**src/rtl/result_drain_pkg.sv**
```systemverilog
// Shared constants and drain FSM state encoding for result_drain.
// RESULT_DRAIN_CHECKSUM_EN adds the CKSUM state for the trailing checksum beat.
package result_drain_pkg;

  localparam int unsigned DW    = 8;
  localparam int unsigned DEPTH = 4;
  localparam int unsigned AW    = $clog2(DEPTH);

`ifdef RESULT_DRAIN_CHECKSUM_EN
  typedef enum logic [1:0] {
    IDLE  = 2'd0,
    DRAIN = 2'd1,
    CKSUM = 2'd2
  } state_e;
`else
  typedef enum logic {
    IDLE  = 1'b0,
    DRAIN = 1'b1
  } state_e;
`endif

endpackage

```
**src/rtl/result_drain_if.sv**
```systemverilog
// Write port from the transfer block plus the valid/ready result stream.
// master = result_drain side, slave = transfer block / consumer side.
interface result_drain_if;
  import result_drain_pkg::*;

  logic          wr_en;
  logic [AW-1:0] wr_addr;
  logic [DW-1:0] wr_data;
  logic [DW-1:0] dout;
  logic          dout_valid;
  logic          dout_ready;
  logic          dout_last;
  logic [AW-1:0] dout_idx;
  logic [7:0]    frame_cnt;
  logic          overflow;

  modport master (
    input  wr_en, wr_addr, wr_data, dout_ready,
    output dout, dout_valid, dout_last, dout_idx, frame_cnt, overflow
  );

  modport slave (
    output wr_en, wr_addr, wr_data, dout_ready,
    input  dout, dout_valid, dout_last, dout_idx, frame_cnt, overflow
  );

endinterface

```
**src/rtl/result_bank.sv**
```systemverilog
// One DEPTH x DW frame bank with a per-address written mask.
// all_written pulses on the write that completes the mask; the mask self-clears then.
module result_bank
  import result_drain_pkg::*;
(
  input  logic          clock,
  input  logic          reset,
  input  logic          we,
  input  logic [AW-1:0] wr_addr,
  input  logic [DW-1:0] wr_data,
  input  logic [AW-1:0] rd_addr,
  output logic [DW-1:0] rd_data,
  output logic          all_written
);

  logic [DW-1:0]    mem_q [DEPTH];
  logic [DW-1:0]    mem_d [DEPTH];
  logic [DEPTH-1:0] mask_q, mask_d, mask_set;

  always_comb begin
    mem_d       = mem_q;
    mask_d      = mask_q;
    mask_set    = mask_q;
    all_written = 1'b0;
    if (we) begin
      mem_d[wr_addr]    = wr_data;
      mask_set[wr_addr] = 1'b1;
      mask_d            = mask_set;
      if (&mask_set) begin
        all_written = 1'b1;
        mask_d      = '0;
      end
    end
  end

  always_ff @(posedge clock) begin
    if (reset) mask_q <= '0;
    else       mask_q <= mask_d;
  end

  // Data is never read before its mask fills, so it needs no reset.
  always_ff @(posedge clock) begin
    mem_q <= mem_d;
  end

  assign rd_data = mem_q[rd_addr];

endmodule

```
**src/rtl/result_drain.sv**
```systemverilog
// Ping-pong capture of transfer-block results and in-order frame streaming.
// Optional RESULT_DRAIN_CHECKSUM_EN appends a mod-256 sum beat to each frame.
module result_drain
  import result_drain_pkg::*;
(
  input  logic           clock,
  input  logic           reset,
  result_drain_if.master bus
);

  localparam logic [AW-1:0] LAST_IDX = AW'(DEPTH - 1);

  state_e        state_q, state_d;
  logic [AW-1:0] rd_ptr_q, rd_ptr_d;
  logic          fill_sel_q, fill_sel_d;
  logic          drain_sel_q, drain_sel_d;
  logic [1:0]    full_q, full_d;
  logic [7:0]    frame_cnt_q, frame_cnt_d;
  logic          overflow_q, overflow_d;
`ifdef RESULT_DRAIN_CHECKSUM_EN
  logic [DW-1:0] cksum_q, cksum_d;
`endif

  logic          wr_ok;
  logic [1:0]    bank_we;
  logic [DW-1:0] rd_data [2];
  logic [1:0]    all_written;
  logic          fill_done;
  logic          release_bank;
  logic          valid_w, last_w;
  logic [DW-1:0] dout_w;
  logic [AW-1:0] idx_w;

  // Admission uses the registered full flag only; a same-cycle release does not count.
  assign wr_ok      = bus.wr_en && !full_q[fill_sel_q];
  assign bank_we[0] = wr_ok && !fill_sel_q;
  assign bank_we[1] = wr_ok &&  fill_sel_q;
  assign fill_done  = |all_written;

  result_bank u_bank0 (
    .clock       (clock),
    .reset       (reset),
    .we          (bank_we[0]),
    .wr_addr     (bus.wr_addr),
    .wr_data     (bus.wr_data),
    .rd_addr     (rd_ptr_q),
    .rd_data     (rd_data[0]),
    .all_written (all_written[0])
  );

  result_bank u_bank1 (
    .clock       (clock),
    .reset       (reset),
    .we          (bank_we[1]),
    .wr_addr     (bus.wr_addr),
    .wr_data     (bus.wr_data),
    .rd_addr     (rd_ptr_q),
    .rd_data     (rd_data[1]),
    .all_written (all_written[1])
  );

  always_comb begin
    state_d      = state_q;
    rd_ptr_d     = rd_ptr_q;
    drain_sel_d  = drain_sel_q;
    frame_cnt_d  = frame_cnt_q;
    release_bank = 1'b0;
    valid_w      = 1'b0;
    last_w       = 1'b0;
    dout_w       = '0;
    idx_w        = '0;
`ifdef RESULT_DRAIN_CHECKSUM_EN
    cksum_d      = cksum_q;
`endif

    case (state_q)
      IDLE: begin
        if (full_q[drain_sel_q]) begin
          state_d  = DRAIN;
          rd_ptr_d = '0;
`ifdef RESULT_DRAIN_CHECKSUM_EN
          cksum_d  = '0;
`endif
        end
      end
      DRAIN: begin
        valid_w = 1'b1;
        dout_w  = rd_data[drain_sel_q];
        idx_w   = rd_ptr_q;
`ifndef RESULT_DRAIN_CHECKSUM_EN
        last_w  = (rd_ptr_q == LAST_IDX);
`endif
        if (bus.dout_ready) begin
          rd_ptr_d = rd_ptr_q + AW'(1);
`ifdef RESULT_DRAIN_CHECKSUM_EN
          cksum_d  = cksum_q + dout_w;
          if (rd_ptr_q == LAST_IDX) state_d = CKSUM;
`else
          if (rd_ptr_q == LAST_IDX) release_bank = 1'b1;
`endif
        end
      end
`ifdef RESULT_DRAIN_CHECKSUM_EN
      CKSUM: begin
        valid_w = 1'b1;
        dout_w  = cksum_q;
        last_w  = 1'b1;
        if (bus.dout_ready) release_bank = 1'b1;
      end
`endif
      default: state_d = IDLE;
    endcase

    // Chain straight into the other bank when it is already full: no idle beat.
    if (release_bank) begin
      drain_sel_d = ~drain_sel_q;
      frame_cnt_d = frame_cnt_q + 8'd1;
      if (full_q[~drain_sel_q]) begin
        state_d  = DRAIN;
        rd_ptr_d = '0;
`ifdef RESULT_DRAIN_CHECKSUM_EN
        cksum_d  = '0;
`endif
      end else begin
        state_d = IDLE;
      end
    end
  end

  // Fill completion and drain release always target different banks.
  always_comb begin
    full_d     = full_q;
    fill_sel_d = fill_sel_q;
    overflow_d = overflow_q | (bus.wr_en & full_q[fill_sel_q]);
    if (release_bank) full_d[drain_sel_q] = 1'b0;
    if (fill_done) begin
      full_d[fill_sel_q] = 1'b1;
      fill_sel_d         = ~fill_sel_q;
    end
  end

  always_ff @(posedge clock) begin
    if (reset) begin
      state_q     <= IDLE;
      rd_ptr_q    <= '0;
      fill_sel_q  <= 1'b0;
      drain_sel_q <= 1'b0;
      full_q      <= '0;
      frame_cnt_q <= '0;
      overflow_q  <= 1'b0;
`ifdef RESULT_DRAIN_CHECKSUM_EN
      cksum_q     <= '0;
`endif
    end else begin
      state_q     <= state_d;
      rd_ptr_q    <= rd_ptr_d;
      fill_sel_q  <= fill_sel_d;
      drain_sel_q <= drain_sel_d;
      full_q      <= full_d;
      frame_cnt_q <= frame_cnt_d;
      overflow_q  <= overflow_d;
`ifdef RESULT_DRAIN_CHECKSUM_EN
      cksum_q     <= cksum_d;
`endif
    end
  end

  assign bus.dout       = dout_w;
  assign bus.dout_valid = valid_w;
  assign bus.dout_last  = last_w;
  assign bus.dout_idx   = idx_w;
  assign bus.frame_cnt  = frame_cnt_q;
  assign bus.overflow   = overflow_q;

endmodule

```
**src/flat_wrapper.sv**
```systemverilog
// flat-port wrapper written by rule: the top's interface ports become plain ports
module result_drain_flat import result_drain_pkg::*;
  (clock, reset, bus_wr_en, bus_wr_addr, bus_wr_data, bus_dout_ready, bus_dout, bus_dout_valid, bus_dout_last, bus_dout_idx, bus_frame_cnt, bus_overflow);
  result_drain_if bus_i ();
  input  logic clock;
  input  logic reset;
  input wire logic [$bits(bus_i.wr_en)-1:0] bus_wr_en;
  input wire logic [$bits(bus_i.wr_addr)-1:0] bus_wr_addr;
  input wire logic [$bits(bus_i.wr_data)-1:0] bus_wr_data;
  input wire logic [$bits(bus_i.dout_ready)-1:0] bus_dout_ready;
  output wire logic [$bits(bus_i.dout)-1:0] bus_dout;
  output wire logic [$bits(bus_i.dout_valid)-1:0] bus_dout_valid;
  output wire logic [$bits(bus_i.dout_last)-1:0] bus_dout_last;
  output wire logic [$bits(bus_i.dout_idx)-1:0] bus_dout_idx;
  output wire logic [$bits(bus_i.frame_cnt)-1:0] bus_frame_cnt;
  output wire logic [$bits(bus_i.overflow)-1:0] bus_overflow;
  assign bus_i.wr_en = bus_wr_en;
  assign bus_i.wr_addr = bus_wr_addr;
  assign bus_i.wr_data = bus_wr_data;
  assign bus_i.dout_ready = bus_dout_ready;
  assign bus_dout = bus_i.dout;
  assign bus_dout_valid = bus_i.dout_valid;
  assign bus_dout_last = bus_i.dout_last;
  assign bus_dout_idx = bus_i.dout_idx;
  assign bus_frame_cnt = bus_i.frame_cnt;
  assign bus_overflow = bus_i.overflow;
  result_drain u_core (.clock(clock), .reset(reset), .bus(bus_i));
endmodule
```
**config.mk**
```make
export PLATFORM = sky130hd
export DESIGN_NAME = result_drain_flat
export DESIGN_NICKNAME = d
export VERILOG_FILES = /design/src/rtl/result_drain_pkg.sv /design/src/rtl/result_drain_if.sv /design/src/rtl/result_bank.sv /design/src/rtl/result_drain.sv /design/src/flat_wrapper.sv
export SDC_FILE = /design/constraint.sdc
export NUM_CORES = 1
export LEC_CHECK = 0
export BUFFER_PORTS_ARGS = -buffer_cell sky130_fd_sc_hd__buf_2
export CAP_MARGIN = 10
export CORE_AREA = 2 2 62 123
export CTS_CLUSTER_DIAMETER = 60
export DETAILED_ROUTE_END_ITERATION = 10
export DIE_AREA = 0 0 64 125
export PLACE_DENSITY = 0.73
export RECOVER_POWER = 100
export SYNTH_ARGS = -nofsm -noshare
export SYNTH_HDL_FRONTEND = slang
export SYNTH_HIERARCHICAL = 1
export SYNTH_SLANG_ARGS = --single-unit
```
**constraint.sdc**
```tcl
create_clock -name clock -period 2 [get_ports clock]
set_input_delay 0.2 -clock clock [delete_from_list [all_inputs] [get_ports clock]]
set_output_delay 0.2 -clock clock [all_outputs]
set_load 0.01 [all_outputs]
```
==> Word-level counts from Yosys, hierarchy flattened <==
Cells that the tools add are included.
{ "totals": {"ff_bits": 88, "in_bits": 14, "out_inout_bits": 21, "wordCells": 105} }
{ "classes": {"add_sub_neg": 2, "n_lt_le_gt_ge": 11, "eq_ne": 1, "mux": 49, "bitwise_logic": 13, "reduce_logical": 12} }
{ "ops": {"columns": ["cell", "count"], "rows": [
  ["8-bit two-way mux", 9],
  ["32-bit bitwise mux", 2],
  ["8-bit binary-select mux with 2-bit select", 2],
  ["1-bit two-way mux", 22],
  ["8-bit demux with 2-bit select", 1],
  ["2-bit two-way mux", 7],
  ["8-bit by 1-bit adder with 8-bit output (second input constant)", 1],
  ["4-bit two-way mux", 2],
  ["4-bit bitwise OR", 2],
  ["4-bit AND reduction", 2],
  ["1-bit logical AND", 7],
  ["3-bit >= comparator (second input constant)", 2],
  ["1-bit by 2-bit less-than comparator with 1-bit output (second input constant)", 3],
  ["2-bit inverter with 3-bit output", 2],
  ["2-bit one-hot mux with 2 select lines", 1],
  ["2-bit by 3-bit less-than comparator with 1-bit output (second input constant)", 1],
  ["3-bit by 1-bit less-than comparator with 1-bit output (second input constant)", 1],
  ["1-bit inverter", 3],
  ["2-bit by 1-bit adder with 2-bit output (second input constant)", 1],
  ["2-bit AND", 1],
  ["1-bit demux with 1-bit select", 2],
  ["1-bit demux with 2-bit select", 1],
  ["2-bit == test (second input constant)", 1],
  ["1-bit >= comparator (second input constant)", 2],
  ["other kinds (9)", 10]
]} }

==> Depth between registers and ports, before layout <==
Gate-level depths: netlist of run 1.
{ "depth": {"ltp_word": 10, "mapped_depth": 7, "ltp_nobuf": 7} }

==> Modules after synthesis <==
The synthesis of run 1 kept the hierarchy.
{ "by_module_without_submodules": {"columns": ["mod", "n_inst", "cells_per_inst", "area_each_um2", "seq_area_each_um2"], "rows": [
  ["result_bank at u_core.u_bank1", 1, 65, 1375.1, 1041.0],
  ["result_bank at u_core.u_bank0", 1, 66, 1361.3, 1041.0],
  ["result_drain", 1, 102, 899.6, 320.3]
]} }

==> Least setup slack after synthesis of run 1 <==
Ideal clock, no wire load.
{ "synth_path": {"path_type": "register to register", "from": "register u_core.fill_sel_q", "to": "register u_core.fill_sel_q", "setup_ps": 71, "t_arrival_ps": 2058, "required_time_ps": 1929, "path_slack_ps": -129, "path_stages_with_launch": 8, "n_path_buf": 0, "synth_period_minus_slack_ps": 2129, "path_cell_list": "dfxtp_1 > nor3b_1 > nor3b_2 > o21ai_1 > a31oi_2 > nor2_1 > or2_2 > a21oi_1"} }
{ "synth_between": {"elab_chain_cells": 7, "elab_cells_between_ends": 11, "cone_classes": "4 x mux; 1 x bitwise; 6 x reduce/logical"} }
{ "synth_lines": {"columns": ["element", "line_no", "rtl"], "rows": [
  ["start, declared", "result_drain.sv:15", "logic fill_sel_q, fill_sel_d;"],
  ["start signal, assigned", "result_drain.sv:157", "fill_sel_q <= fill_sel_d;"],
  ["1-bit two-way mux (not written as such) (2 in a row)", "result_drain.sv:35", "assign wr_ok = bus.wr_en && !full_q[fill_sel_q];"],
  ["1-bit zero test", "result_drain.sv:35", null],
  ["1-bit logical AND", "result_drain.sv:35", null],
  ["1-bit logical AND (*)", "result_drain.sv:36", "assign bank_we[0] = wr_ok && !fill_sel_q;"],
  ["via u_core.bank_we[0]", "result_drain.sv:25", "logic [1:0] bank_we;"],
  ["1-bit two-way mux (*)", "result_bank.sv:25", "if (we) begin"],
  ["via u_core.all_written[0]", "result_drain.sv:27", "logic [1:0] all_written;"],
  ["2-bit OR reduction (*)", "result_drain.sv:38", "assign fill_done = |all_written;"]
]} }
The timed path passes the listed nets; every way through them passes the cells marked *. The select of a mux whose other input is x is not followed.
A chain may end at the register's enable or synchronous reset.

==> results of run 1 <==
cell usage in the layout, fill, tap and decap left out, types with 4 or more instances in the layout:
master and count:
edfxtp_1 64, a21oi_1 12, mux4_2 16, a211oi_1 5
nand4_1 4, buf_2 17, nand2_1 8, clkbuf_1 19
buf_4 11, mux2i_1 11, clkbuf_16 10, dfxtp_1 23
o21ai_0 5, nor2_1 15, nor2b_1 9
timing repair:
item / in CTS / in global routing
gates resized for setup: 4 / 0
gates cloned: 1 / 1
endpoints found under the hold margin: 0 / 0
setup buffers: 1 / 1
pin swaps: 0 / 0
setup endpoints to repair: 8 / 8
per-stage QoR:
step	utilization [%]	total power [mW]
after global placement	56.1	2.13
after detailed placement	56.1	2.14
final	60.6	3.58
after CTS	60.4	3.62
after floorplan	-	2.08
after global routing	60.6	3.70
worst max-delay path by stage:
| stage | to | slack, ps | depth (start not counted) |
|---|---|---|---|
| after global routing | bus_dout[4] | -100 | 5 |
| after global placement | u_core/full_q[0] | 300 | 7 |
| after floorplan | u_core/fill_sel_q | 110 | 7 |
| final | bus_dout[7] | -20 | 5 |
| after CTS | bus_dout[4] | -40 | 5 |
| after detailed placement | u_core/fill_sel_q | 260 | 7 |
cell families (layout without fill, tap and decap cells):
family,count (synthesis),in the layout
fa+ha+maj,2,2
xor+xnor,4,4
compound gates,33,33
mux,30,30
buf+inv,10,65
flops,88,88
simple gates,66,66
layer usage:
metal | vias to the layer above | global-route usage (%) | share of wire, %
met1 | 1058 | 22.3 | 39
met4 | 0 | 8.06 | 2.2
met2 | 52 | 33.1 | 56
met5 | - | 0 | 0
met3 | 10 | 4.86 | 3.3
li1 | 1019 | - | -
registers in the layout, indices dropped and copies added, names as in the netlist:
name	flops
u_core/bus.frame_cnt	8
u_core/bus.overflow	1
u_core/drain_sel_q	1
u_core/fill_sel_q	1
u_core/full_q	2
u_core/rd_ptr_q	2
u_core/state_q	1
u_core/u_bank0/mask_q	4
u_core/u_bank0/mem_q	32
u_core/u_bank1/mask_q	4
u_core/u_bank1/mem_q	32
layout make-up:
type                            instances  share of cell area (%)
Timing Repair Buffer                   48                    7.07
Multi-Input combinational cell        135                    28.0
Tap cell                               92                    2.68
Inverter                                1                  0.0873
Clock buffer                           11                    5.41
Sequential cell                        88                    56.0
Clock inverter                          5                   0.756
worst max-delay path: stages (launching register included):
cell     delay, ps
dfxtp_4        420
buf_12         140
mux4_2         500
mux2i_1        200
nor2b_1         80
buf_2          150
power breakdown:
group | internal [mW] | switching, mW | total, mW
logic | 0.0343 | 0.0608 | 0.0951
clock network | 0.839 | 0.642 | 1.48
registers | 1.99 | 0.0126 | 2.01
total | 2.87 | 0.715 | 3.58
==> impl_metrics.yaml, run 1 <==
outcome:
  status: "finished, violations left"
  violations: "setup timing"
route:
  via_per_inst: 5.63
  vias: 2139
  detail_route.wl_per_cell_um: 18.8
  dr.pass1.iters: 4
  finalWirelength_um: 7150
  drtIter0Drc: 146
  ant_nets: 0
  drc_errors: 0
clocking:
  cts.clk_slew.worst_paths_ps: 60
  cts_tree: "done"
  numCtsBuffers: 9
  worstSkewPairLatency_ps: 330
  cts_buffer_depth: 2
  hold_buffers: 0
  root_buffer: "clkbuf_16"
  clock-sinks: 88
  htreeDepth: 3
synthesis:
  synthArstFlopShare_pct: 0
  synth_most_common_cell: "edfxtp_1"
  yosys.area_share.xor_xnor_pct: 0.964
  ys_warn_count: 6
  synthCells: 233
  avgSynthCellArea_um2: 15.6
  ys_seq_area_share_pct: 66.1
  yosysTopAreaCellShare_pct: 52.9
  synth_top_family_by_area: "multiplexers"
  ys_seq_elements: 88
  syn_nets: 249
  yosys.area_share.simple_pct: 11.0
  ys_top_cells_by_count: "64 x edfxtp_1, 24 x dfxtp_1, 16 x mux4_2"
  synthDistinctLibCells: 43
  synth_ff_type: "edfxtp_1"
  syn_area_um2: 3640
  synth_top_area_cell: "edfxtp_1"
  synth-compound-area-share_pct: 6.26
  synth.top_cells.by_area: "edfxtp_1 53%, dfxtp_1 13%, mux4_2 9.9%"
  muxShareOfSynthArea_pct: 13.8
  synth-edff-count: 64
  synthAdderAreaFrac_pct: 0.688
floorplan:
  core-area_um2: 7100
  die_h_um: 125
  dieArea_um2: 8000
  num_rows: 44
  io_pins: 35
  die_w_um: 64
  initial_core_util_pct: 51.2
timing:
  rsz0062_at_grt: "yes"
  worst_hold_slack_ps: 153
  worst_pin_slew_ps: 424
  finalCriticalPeriod_ps: 2020
  relSlewSlack_pct: 71.7
  fmax_mhz: 495
  finClkSkew_ps: 5.57
  min_period_over_period_pct: 101
  setup_tns_ps: -21.9
  final.setup.worst_slack_ps: -21.4
  maxSlewViolCount: 0
  finalSetupViolCount: 2
  timing_hold_violations_final: 0
placed_design:
  place_inst: 360
  post-place-ws_ps: 257
  gp_congestion: 0.741
  place_hpwl_um: 4400
  dpl_cell_area_um2: 3980
  io_buffers: 34
setup_path:
  cp.required_ps: 1800
  r2r-end: "u_core/fill_sel_q"
  r2r_slack_ps: 220
  crit_fanout: 5
  cp-start-kind: "register"
  critPathCaptureType: "output pin"
  critPathKind: "register to output pin"
  r2r_start: "u_core/fill_sel_q"
  rr_worst_depth: 7
  cp-startpoint: "u_core/rd_ptr_q[0]"
  crit_arrival_ps: 1820
global_routing:
  grt_pass1_vias: 2116
  antenna_found_initial: 0
  grt.overflow.total: 0
  grtUsageTotal_pct: 19.2
  grt_start_max_net_pins: 24
  grt_pass1_wl_um: 11100
job:
  cap_violations: 0
cells_and_area:
  fillers: 548
  nets: 299
  design_area_um2: 4300
  area_growth_pct: 18.3
  diodes: 0
  regArea_um2: 2410
  instances_no_fill: 380
  drive_gt1_share_pct: 26.4
  multiInputGateArea_um2: 1210
power_and_ir_drop:
  p_leak_nw: 1.44
  ir_drop_uv: 749
  p_per_area_nw_per_um2: 833
worst_hold_path:
  hold_path.class: "primary input to register"
  min_from: "bus_wr_en"
  min_to: "u_core/bus.overflow"
  whs_path_depth: 3
No activity file was read; power rests on OpenSTA's default activity.
==> run 2, diff against run 1 <==
--- a/config.mk
+++ b/config.mk
@@ -11,6 +11,7 @@
 export CTS_CLUSTER_DIAMETER = 60
 export DETAILED_ROUTE_END_ITERATION = 10
 export DIE_AREA = 0 0 64 125
+export GPL_TIMING_DRIVEN = 0
 export PLACE_DENSITY = 0.73
 export RECOVER_POWER = 100
 export SYNTH_ARGS = -nofsm -noshare
==> run 2 against run 1 <==
Largest power group unchanged. Global-route usage about the same. The run now ends clean. Clock skew down 1.5 ps. Routed wire length down 2.2%. Critical path type unchanged. Maximum frequency up 1.2%. Via count up 0.33%. Sequential share of layout area up 0.54 points. Critical path depth up 1. Non-clock buffer count up 1. Critical endpoint is now bus_dout[5]. Register-to-register slack worse by 110 ps.
==> impl_metrics.yaml, run 2 (synthesis gave the netlist of run 1 again) <==
outcome:
  status: "complete, no violations"
power_and_ir_drop:
  power_mw: 3.69
  ir_drop_uv: 790
  p_per_area_nw_per_um2: 866
  p_leak_nw: 1.41
timing:
  maxSlewViolCount: 0
  timing_hold_violations_final: 0
  final.setup.worst_slack_ps: 1.79
  rsz0062_at_grt: "yes"
  setup_tns_ps: 0
  finClkSkew_ps: 4.04
  fmax_mhz: 500
  relSlewSlack_pct: 58.1
  finalCriticalPeriod_ps: 2000
  worst_pin_slew_ps: 628
  min_period_over_period_pct: 99.9
  finalSetupViolCount: 0
route:
  vias: 2146
  drc_errors: 0
  detail_route.wl_per_cell_um: 18.3
  finalWirelength_um: 6990
  dr.pass1.iters: 4
  ant_nets: 0
  via_per_inst: 5.63
  drtIter0Drc: 118
global_routing:
  grtUsageTotal_pct: 19.3
  grt_pass1_wl_um: 11200
  grt_start_max_net_pins: 15
  grt_pass1_vias: 2142
  grt.overflow.total: 0
  antenna_found_initial: 0
clocking:
  htreeDepth: 3
  cts.clk_slew.worst_paths_ps: 60
  clock-sinks: 88
  cts_tree: "done"
  cts_buffer_depth: 2
  hold_buffers: 0
  root_buffer: "clkbuf_16"
  worstSkewPairLatency_ps: 330
  numCtsBuffers: 9
cells_and_area:
  drive_gt1_share_pct: 23.9
  final_common_cell: "edfxtp_1"
  area_growth_pct: 17.1
  diodes: 0
  final_cell_mix: "64 x edfxtp_1, 26 x clkbuf_1, 23 x dfxtp_1"
  post-route-util_pct: 60.0
  fillers: 562
  nets: 300
  design_area_um2: 4260
floorplan:
  die_w_um: 64
  num_rows: 44
  die_h_um: 125
  io_pins: 35
  dieArea_um2: 8000
  core-area_um2: 7100
  initial_core_util_pct: 51.2
setup_path:
  crit_fanout: 8
  rr_worst_depth: 7
  critical_path.top_delay_family: "multiplexers"
  cp.depth: 6
  critical-path-max-stage-delay_ps: 480
  cp.required_ps: 1800
  cp_slowest_cell: "mux4_2"
  critPathCaptureType: "output pin"
  cp-start-kind: "register"
  worst-path-buf-inv: 3
  crit_arrival_ps: 1800
  crit_chain: "buf_12 > buf_4 > mux4_2 > mux2i_1 > nor2b_1 > buf_2"
  critPathKind: "register to output pin"
placed_design:
  io_buffers: 34
  dpl_cell_area_um2: 3940
  place_hpwl_um: 4590
  post-place-ws_ps: -291
  gp_congestion: 0.680
worst_hold_path:
  whs_path_depth: 3
  hold_path.class: "primary input to register"
job:
  cap_violations: 0
==> run 2: cell count changes in the layout (fill, tap and decap cells not counted), moves of 2 or more <==
cell and change:
buf_4 -9, clkbuf_1 +7, and3_1 +2, and3_2 -2, and3b_1 +2, and3b_2 -2
clkbuf_2 +2, clkbuf_4 +2, clkinv_1 -2, clkinv_2 +2
==> run 2: power by group <==
group	leakage [nW]	total, mW	switching, mW	internal, mW
logic	0.487	0.0903	0.0596	0.0308
registers	0.776	2.00	0.0108	1.99
clock network	0.143	1.59	0.627	0.967
total	1.41	3.69	0.698	2.99
==> run 2: final timing paths <==
check                                           end                start  slack, ps
worst max-delay path                    bus_dout[5]   u_core/rd_ptr_q[0]          2
worst min-delay path            u_core/bus.overflow            bus_wr_en        140
worst max register to register     u_core/full_q[0]     u_core/full_q[0]        110
worst min register to register  u_core/bus.overflow  u_core/bus.overflow        480
==> run 2: what timing repair did <==
| item | CTS | global route |
|---|---|---|
| setup endpoints to repair | 11 | 28 |
| setup buffers | 1 | 5 |
| gates resized for setup | 13 | 6 |
==> run 2: cell type report <==
| type | count | area [µm²] | share of cell area (%) |
|---|---|---|---|
| clock inverter | 5 | 57.6 | 1.35 |
| sequential | 88 | 2410 | 56.5 |
| tap | 92 | 115 | 2.70 |
| inverter | 1 | 3.75 | 0.0881 |
| buffer | 9 | 76.3 | 1.79 |
| clock buffer | 11 | 233 | 5.46 |
| multi-input combinational | 135 | 1190 | 27.9 |
| timing repair buffer | 40 | 179 | 4.20 |
==> run 2: per-layer routing <==
| layer | global-route usage, % | share of wire, % | wire length, µm | vias to the layer above |
|---|---|---|---|---|
| met1 | 24.1 | 39 | 2710 | 1053 |
| met5 | 0 | 0 | 0 | - |
| li1 | - | - | - | 1026 |
| met4 | 8.18 | 2.2 | 153 | 0 |
| met3 | 4.95 | 4.4 | 309 | 10 |
| met2 | 31.4 | 55 | 3810 | 57 |
==> run 2: per-stage QoR <==
step           hold slack (ps)  cells
3_3_place_gp               456    359
3_5_place_dp               467    359
2_1_floorplan              269    233
6_report                   139    381
4_1_cts                    126    376
5_1_grt                    146    381
==> run 2: worst min-delay path, cell delays in order <==
cell and delay [ps]:
buf_2 100, a21oi_1 60, nor2_1 80
